File: src/rtl/rr_arb_mux.sv
// rr_arb_mux: N-input valid/ready stream multiplexer with round-robin arbitration
// and a registered output stage. The arbiter searches for a valid channel starting
// at the priority pointer; the winner is loaded into the output register whenever
// that register is empty or draining in the same cycle.
//
// Optional packet lock: define RR_ARB_MUX_PKT_LOCK_EN to hold the grant on one
// channel from its first beat until the beat carrying s_last.
module rr_arb_mux #(
    parameter int width = 32,
    parameter int N     = 8
) (
    input  logic                 clk,
    input  logic                 rst,
    input  logic [N-1:0]         s_valid,
    output logic [N-1:0]         s_ready,
    input  logic [width-1:0]     s_data [0:N-1],
    input  logic [N-1:0]         s_last,
    output logic                 m_valid,
    input  logic                 m_ready,
    output logic [width-1:0]     m_data,
    output logic [$clog2(N)-1:0] m_sel,
    output logic                 m_last
);

    localparam int SelW = $clog2(N);

    logic [SelW-1:0]  ptr_q, ptr_d;
    logic             m_valid_q, m_valid_d;
    logic [width-1:0] m_data_q, m_data_d;
    logic [SelW-1:0]  m_sel_q, m_sel_d;
    logic             m_last_q, m_last_d;

    logic [N-1:0]     grant;
    logic [SelW-1:0]  gnt_idx;
    logic             found;
    logic             load_en;
    logic             in_xfer;
    logic [SelW-1:0]  ptr_after;

`ifdef RR_ARB_MUX_PKT_LOCK_EN
    // While locked, the held output beat's m_sel names the owning channel.
    logic lock_q, lock_d;
`endif

    assign load_en = !m_valid_q || m_ready;
    assign s_ready = load_en ? grant : '0;
    assign in_xfer = |(s_valid & s_ready);

    // Pointer value following the granted channel, wrapping N-1 -> 0.
    assign ptr_after = (int'(gnt_idx) == N - 1) ? '0 : gnt_idx + 1'b1;

    // Round-robin grant: first valid channel at or after ptr, modulo N.
    always_comb begin
        grant   = '0;
        gnt_idx = '0;
        found   = 1'b0;
        for (int j = 0; j < N; j++) begin
            if (!found && s_valid[(int'(ptr_q) + j) % N]) begin
                found   = 1'b1;
                gnt_idx = SelW'((int'(ptr_q) + j) % N);
            end
        end
        if (found) begin
            grant[gnt_idx] = 1'b1;
        end
`ifdef RR_ARB_MUX_PKT_LOCK_EN
        // Locked: grant the owner even when it is idle, producing bubbles.
        if (lock_q) begin
            grant          = '0;
            grant[m_sel_q] = 1'b1;
            gnt_idx        = m_sel_q;
        end
`endif
    end

    // Next-state for the output register, priority pointer and lock.
    always_comb begin
        ptr_d     = ptr_q;
        m_valid_d = m_valid_q;
        m_data_d  = m_data_q;
        m_sel_d   = m_sel_q;
        m_last_d  = m_last_q;
`ifdef RR_ARB_MUX_PKT_LOCK_EN
        lock_d    = lock_q;
`endif
        if (load_en) begin
            m_valid_d = in_xfer;
            if (in_xfer) begin
                m_data_d = s_data[gnt_idx];
                m_sel_d  = gnt_idx;
                m_last_d = s_last[gnt_idx];
`ifdef RR_ARB_MUX_PKT_LOCK_EN
                // Pointer only moves when a packet completes.
                lock_d = !s_last[gnt_idx];
                if (s_last[gnt_idx]) begin
                    ptr_d = ptr_after;
                end
`else
                ptr_d = ptr_after;
`endif
            end
        end
    end

    // State registers with synchronous active-high reset.
    always_ff @(posedge clk) begin
        if (rst) begin
            ptr_q     <= '0;
            m_valid_q <= 1'b0;
            m_data_q  <= '0;
            m_sel_q   <= '0;
            m_last_q  <= 1'b0;
`ifdef RR_ARB_MUX_PKT_LOCK_EN
            lock_q    <= 1'b0;
`endif
        end else begin
            ptr_q     <= ptr_d;
            m_valid_q <= m_valid_d;
            m_data_q  <= m_data_d;
            m_sel_q   <= m_sel_d;
            m_last_q  <= m_last_d;
`ifdef RR_ARB_MUX_PKT_LOCK_EN
            lock_q    <= lock_d;
`endif
        end
    end

    assign m_valid = m_valid_q;
    assign m_data  = m_data_q;
    assign m_sel   = m_sel_q;
    assign m_last  = m_last_q;

endmodule

File: config.mk
export PLATFORM = sky130hd
export DESIGN_NAME = rr_arb_mux
export DESIGN_NICKNAME = d
export VERILOG_FILES = /design/src/rtl/rr_arb_mux.sv
export SDC_FILE = /design/constraint.sdc
export NUM_CORES = 1
export LEC_CHECK = 0
export CAP_MARGIN = 15
export CORE_AREA = 2 2 125 127
export CTS_BUF_LIST = sky130_fd_sc_hd__clkbuf_8
export DETAILED_ROUTE_END_ITERATION = 12
export DIE_AREA = 0 0 127 129
export PLACE_DENSITY = 0.77
export SETUP_SLACK_MARGIN = 0.1
export SLEW_MARGIN = 20
export SYNTH_ARGS = -nofsm -noshare
export SYNTH_HDL_FRONTEND = slang
export SYNTH_SLANG_ARGS = --single-unit
export TNS_END_PERCENT = 100
File: constraint.sdc
create_clock -name clk -period 18.1 [get_ports clk]
set_input_delay 5.43 -clock clk [delete_from_list [all_inputs] [get_ports clk]]
set_output_delay 5.43 -clock clk [all_outputs]
set_load 0.005 [all_outputs]
==> impl_metrics.csv, run 1 <==
group,metric,value,unit
sta,worstMarginPinSlew,1.093,ns
synthesis,syn_inst,676,
die,rows,45,
min_path,min_path_type,"reg2reg",
setup_path,worst-endpoint-arrival,10.21,ns
die,die_h,129,µm
synthesis,synthDominantCellAreaShare,0.1628,
clock_tree,cts_setup_buffers,0,
pwr,p_clk_frac,0.059,
grt,grt-ovfl-total,0,
setup_path,critPathMaxFanout,35,
placed_design,numPortBuffers,319,
sta,tns,0,ns
clock_tree,clockBufferDepth,2,
sta,period_needed,15.64,ns
pwr,netSwitchingPower,0.8091,mW
setup_path,worstSetupPathType,"in2out",
synthesis,yosysMostFrequentCell,"nand2_1",
setup_path,regToRegSetupSlack,11.89,ns
outcome,outcome,"complete, no violations",
detailed_routing,viasPerCell,5.799,
setup_path,cp-start-kind,"input pin",
sta,grt_setup_unrepaired,"no",
setup_path,reg2reg_to,"m_last",
pwr,leakagePower,3.194,nW
clock_tree,cts_buffers,5,
detailed_routing,wl_per_cell,20.33,µm
finish,areaGrowthSynthToFinish,66.82,%
setup_path,cp_slowest_stage_delay,1.00,ns
min_path,min_to,"m_sel[1]",
pwr,seqPwrFrac,0.102,
synthesis,ys_seq_area_frac,0.1628,
setup_path,crit_family,"simple AND/OR/NAND/NOR gates",
clock_tree,clock_latency,0.30,ns
die,core_area,14980,µm²
clock_tree,clk_pin_slew_worst_paths,0.08,ns
detailed_routing,firstDrtPassIters,6,
sta,whs,0.4650,ns
finish,diodes,0,
clock_tree,cts_resized,0,
setup_path,rr_worst_depth,13,
clock_tree,htree_num_levels,2,
setup_path,r2r_start,"ptr_q[1]",
detailed_routing,route.detailed.drc,0,
synthesis,synth_top_area_cell,"dfxtp_1",
setup_path,cp.required,12.67,ns
grt,grt_usage,0.2605,
synthesis,synth_edf_count,0,
setup_path,end_kind,"primary output",
synthesis,synth_common_cells,"134 x nand2_1, 90 x and3_1, 62 x a221oi_1, 56 x clkbuf_1, 43 x nor2_1",
sta,fmax,63.96,MHz
sta,slew_headroom,0.2714,
clock_tree,root_buffer,"clkbuf_8",
detailed_routing,num_vias,6495,
die,dieArea,16380,µm²
min_path,hold_path.startpoint,"m_sel[1]",
placed_design,place_inst,1113,
detailed_routing,drt-initial-drc-count,508,
finish,stdcell_count,1120,
setup_path,path_buf_inv,2,
finish,final_core_util,0.5477,
detailed_routing,ant_nets,0,
grt,antenna_found_initial,1,
placed_design,hpwl,16900,µm
synthesis,ys.flop_type,"dfxtp_1",
finish,layout-drive-gt1-share,0.06974,
grt,grt_max_degree,69,
pwr,p_per_area,186.1,nW/µm²
sta,post-route-period-util,0.8638,
synthesis,synth_nets,953,
pwr,internal_power,0.7175,mW
die,die_x,127,µm
synthesis,netlist_top_cells_area,"dfxtp_1 16%, and3_1 11%, a221oi_1 11%",
sta,finalSetupViolations,0,
grt,grt_pass1_vias,6040,
pwr,swShare,0.5300,
finish,fin_nets,1209,
synthesis,synth_cell_types,55,
pwr,p_comb_frac,0.840,
setup_path,cp_slowest_cell,"and3_2",
pwr,finalPower,1.527,mW
min_path,worstHoldPathCells,2,
die,pin_count,320,
placed_design,gp_congestion,0.9471,
setup_path,path_cells,"clkdlybuf4s50_1, mux4_2, a221oi_2, a32oi_1, or4_4, o22ai_1, and3_2, and2_1, clkdlybuf4s50_1",
synthesis,netlist_area,4917,µm²
run,drv_cap,0,
sta,final_max_slew_viol_count,0,
clock_tree,cts_num_sinks,40,
clock_tree,cts_hold_buf,0,
die,start_util,0.3283,
synthesis,synth-seq-cells,40,
setup_path,crit_top_cell,"clkdlybuf4s50_1",
pwr,peakVddDrop,0.1506,mV
sta,fin_skew,0.008850,ns
clock_tree,cts_tree,"yes",
detailed_routing,wl,22770,µm
synthesis,synth_warnings,0,
synthesis,async_reset_ff_frac,0,
sta,final_hold_viol_count,0,
grt,grt_pass1_wl,33860,µm
synthesis,synth.avg_cell_area,7.274,µm²
[layer usage]
layer,vias up,routed length [µm],global-route usage
li1,3072,-,-
met1,3092,9392,0.3383
met3,33,1726,0.05364
met4,0,433,0.05753
met5,-,0,0
met2,298,11220,0.4478
[how the worst max path moves through the flow]
stage	slack (ns)	cells after the start	startpoint	endpoint
after floorplan	4.94	10	s_valid[3]	s_ready[6]
after global placement	2.55	9	s_valid[3]	s_ready[6]
after detailed placement	2.56	9	s_valid[3]	s_ready[7]
after CTS	2.52	9	s_valid[3]	s_ready[7]
after global routing	2.19	10	s_valid[3]	s_ready[4]
final	2.46	9	s_valid[3]	s_ready[6]
[registers in the layout (all words and copies together) (netlist names)]
signal	cells
m_data	32
m_last	1
m_sel	3
m_valid	1
ptr_q	3
[metrics by stage]
| step | cell area [µm²] | setup slack, ns |
|---|---|---|
| after detailed placement | 8074 | 2.560 |
| final | 8203 | 2.464 |
| after CTS | 8203 | 2.515 |
| after floorplan | 4917 | 4.935 |
| after global placement | 8074 | 2.546 |
| after global routing | 8203 | 2.187 |
[power groups by stage]
| stage | Combinational (mW) | Clock, mW | Sequential [mW] |
|---|---|---|---|
| 2_1_floorplan | 0.891 | 0 | 0.153 |
| 3_3_place_gp | 1.27 | 0 | 0.156 |
| 3_5_place_dp | 1.28 | 0 | 0.157 |
| 4_1_cts | 1.28 | 0.0914 | 0.155 |
| 5_1_grt | 1.40 | 0.0957 | 0.160 |
| 6_report | 1.28 | 0.0895 | 0.155 |
[logic make-up after synthesis]
group                    count (synthesis)  share of synthesized area
adder cells (fa/ha/maj)                  2                   0.005088
AND/OR/NAND/NOR                        329                     0.3346
XOR/XNOR                                 5                   0.008907
flip-flops                              40                     0.1629
AO/OA/AOI/OAI                          169                     0.2781
buffers and inverters                   84                    0.07761
multiplexers                            47                     0.1328
[tightest hold or removal path: cells and delay by family, from the launching register on]
kind / cells / cell delay, ns
compound gates: 1 / 0.05
flops: 1 / 0.31
simple gates: 1 / 0.06
[final cells by class]
type                            instances  area, µm²
Sequential cell                        40      800.8
Inverter                                5      18.77
Clock buffer                            5      68.82
Fill cell                            1433       6774
Tap cell                              188      235.2
Multi-Input combinational cell        552       3764
Timing Repair Buffer                  328       3256
Clock inverter                          2      60.06
[layout by cell type (no fill, tap or decap), drive strengths merged, types with 2 or more instances in the layout]
cell	count
bufinv	2
xnor2	3
clkdlybuf4s50	318
nor3	4
o2111ai	2
nor4	5
and3	90
buf	10
a31oi	3
dfxtp	40
nand3	9
nand2b	4
nor2b	2
inv	5
ha	2
mux2i	18
xor2	2
or3	3
a221o	2
a2bb2oi	4
o21ai	32
a311oi	29
nand2	134
clkbuf	5
a221oi	63
and2	4
nor2	43
a21oi	10
o22ai	4
a211oi	4
mux2	16
nand3b	29
mux4	13
o21bai	4
Power figures use the tool's default switching activity.
==> run 2, diff against run 1 <==
--- a/config.mk
+++ b/config.mk
@@ -10,8 +10,10 @@
 export CTS_BUF_LIST = sky130_fd_sc_hd__clkbuf_8
 export DETAILED_ROUTE_END_ITERATION = 12
 export DIE_AREA = 0 0 127 129
+export HOLD_SLACK_MARGIN = 0.1
 export PLACE_DENSITY = 0.77
 export SETUP_SLACK_MARGIN = 0.1
+export SKIP_LAST_GASP = 1
 export SLEW_MARGIN = 20
 export SYNTH_ARGS = -nofsm -noshare
 export SYNTH_HDL_FRONTEND = slang
==> results of run 2 <==
The final DEF is identical to that of run 1; final timing and power are the same.
==> run 3, diff against run 2 <==
--- a/config.mk
+++ b/config.mk
@@ -10,6 +10,7 @@
 export CTS_BUF_LIST = sky130_fd_sc_hd__clkbuf_8
 export DETAILED_ROUTE_END_ITERATION = 12
 export DIE_AREA = 0 0 127 129
+export GPL_ROUTABILITY_DRIVEN = 0
 export HOLD_SLACK_MARGIN = 0.1
 export PLACE_DENSITY = 0.77
 export SETUP_SLACK_MARGIN = 0.1
==> run 3 against run 2 <==
Sequential share of layout area stayed put. Cell count up 0.27%. Via count decreased by 2.2%. Combinational power about the same. Core utilization unchanged. Flip-flop and latch count unchanged. Sequential power barely moved. Critical path depth up 2. Worst setup slack improved by 0.25 ns. Critical path type unchanged. Largest power group unchanged. Highest routed layer is now met5.
==> impl_metrics.csv, run 3 (same netlist as run 1, synthesis figures left out) <==
group,metric,value,unit
detailed_routing,num_vias,6354,
sta,final_max_slew_viol_count,0,
placed_design,hpwl,16640,µm
sta,fmax,65.00,MHz
clock_tree,cts_hold_buf,0,
clock_tree,clockBufferDepth,2,
die,pin_count,320,
clock_tree,root_buffer,"clkbuf_8",
placed_design,numPortBuffers,319,
grt,antenna_found_initial,2,
min_path,min_path_type,"reg2reg",
die,die_h,129,µm
pwr,internal_power,0.7054,mW
setup_path,critPathMaxFanout,60,
setup_path,end_kind,"primary output",
finish,areaGrowthSynthToFinish,66.82,%
finish,final_common_cell,"clkdlybuf4s50_1",
sta,period_needed,15.39,ns
finish,stdcell_count,1123,
sta,worstMarginPinSlew,1.011,ns
detailed_routing,firstDrtPassIters,5,
outcome,outcome,"complete, no violations",
detailed_routing,ant_nets,0,
clock_tree,cts_num_sinks,40,
pwr,seqPwrFrac,0.102,
clock_tree,clock_latency,0.30,ns
min_path,min_to,"m_sel[1]",
die,start_util,0.3283,
die,core_area,14980,µm²
pwr,p_comb_frac,0.846,
finish,largest_reg_flops,32,
finish,fin_nets,1211,
clock_tree,htree_num_levels,2,
sta,grt_setup_unrepaired,"no",
detailed_routing,wl_per_cell,19.95,µm
sta,slew_headroom,0.3260,
finish,multi_input_area,3770,µm²
detailed_routing,drt-initial-drc-count,564,
grt,grt-ovfl-total,0,
clock_tree,cts_resized,0,
min_path,worstHoldPathCells,2,
pwr,swShare,0.5337,
die,rows,45,
sta,final_hold_viol_count,0,
clock_tree,cts_tree,"yes",
finish,final_core_util,0.5477,
grt,grt_max_degree,76,
setup_path,worstSetupPathType,"in2out",
finish,mostFrequentLayoutCells,"318 x clkdlybuf4s50_1, 134 x nand2_1, 88 x and3_1",
finish,layout-drive-gt1-share,0.07273,
finish,seqCellArea,800.8,µm²
run,drv_cap,0,
grt,grt_pass1_wl,33580,µm
pwr,netSwitchingPower,0.8072,mW
die,die_x,127,µm
setup_path,rr_worst_depth,13,
setup_path,regToRegSetupSlack,11.94,ns
clock_tree,cts_setup_buffers,0,
detailed_routing,viasPerCell,5.658,
sta,whs,0.4817,ns
pwr,p_per_area,184.4,nW/µm²
pwr,leakagePower,3.202,nW
pwr,p_clk_frac,0.051,
clock_tree,clk_pin_slew_worst_paths,0.09,ns
grt,grt_usage,0.2598,
setup_path,r2r_start,"ptr_q[1]",
sta,finalSetupViolations,0,
setup_path,cp.required,12.67,ns
pwr,peakVddDrop,0.1425,mV
finish,diodes,0,
sta,post-route-period-util,0.8500,
setup_path,reg2reg_to,"m_data[23]",
clock_tree,cts_buffers,5,
detailed_routing,wl,22400,µm
setup_path,worst-endpoint-arrival,9.96,ns
min_path,hold_path.startpoint,"m_sel[1]",
detailed_routing,route.detailed.drc,0,
finish,fillers,1420,
sta,fin_skew,0.007724,ns
grt,grt_pass1_vias,6052,
placed_design,place_inst,1115,
setup_path,cp-start-kind,"input pin",
die,dieArea,16380,µm²
sta,tns,0,ns
==> run 3: cell types whose count changed in the layout (fill, tap and decap cells not counted) <==
cell,before,now
clkinv_2,0,1
inv_1,5,6
o22ai_2,0,1
bufinv_16,2,1
o22ai_1,4,3
buf_4,9,11
==> run 3: worst max-delay path, cell delays in order <==
cell and delay [ns]:
clkdlybuf4s50_1 0.55, mux4_2 0.59, a21oi_2 0.21, a32oi_1 0.21
nor3_1 0.39, or3_1 0.17, buf_4 0.42, and3_2 0.76
buf_4 0.59, nor4_1 0.14, clkdlybuf4s50_1 0.48
==> run 3: worst max path at each step <==
stage / startpoint / end / slack, ns / cells after the start
6_report: s_valid[6] / s_ready[1] / 2.71 / 11
5_1_grt: s_valid[6] / s_ready[1] / 2.39 / 11
4_1_cts: s_valid[6] / s_ready[4] / 2.49 / 10
3_5_place_dp: s_valid[6] / s_ready[4] / 2.54 / 10
3_3_place_gp: s_valid[3] / s_ready[7] / 2.67 / 9
2_1_floorplan: s_valid[3] / s_ready[6] / 4.94 / 10
==> run 3: metal layers <==
| layer | vias up | track usage | part of all wire |
|---|---|---|---|
| li1 | 3082 | - | - |
| met1 | 2943 | 0.3369 | 0.41 |
| met2 | 296 | 0.4377 | 0.50 |
| met3 | 31 | 0.05988 | 0.077 |
| met4 | 2 | 0.06787 | 0.019 |
| met5 | - | 0 | 0.00071 |
==> run 3: area by class of cell <==
class,instances,share of cell area
Clock buffer,5,0.008389
Clock inverter,3,0.004728
Inverter,5,0.002288
Multi-Input combinational cell,552,0.4596
Sequential cell,40,0.09762
Tap cell,188,0.02868
Timing Repair Buffer,330,0.3987
==> run 3: power by group through the flow <==
stage	Sequential [mW]	Combinational [mW]	Clock, mW
floorplan	0.153	0.891	0
global placement	0.155	1.26	0
detailed placement	0.157	1.27	0
CTS	0.155	1.27	0.0787
global route	0.160	1.41	0.0822
finish	0.155	1.28	0.0777
==> run 3: stage by stage <==
stage / setup WS, ns / instance area (µm²) / total power [mW]
floorplan: 4.935 / 4917 / 1.044
detailed placement: 2.542 / 8089 / 1.426
global route: 2.391 / 8203 / 1.650
finish: 2.714 / 8203 / 1.513
CTS: 2.486 / 8197 / 1.507
global placement: 2.674 / 8089 / 1.413
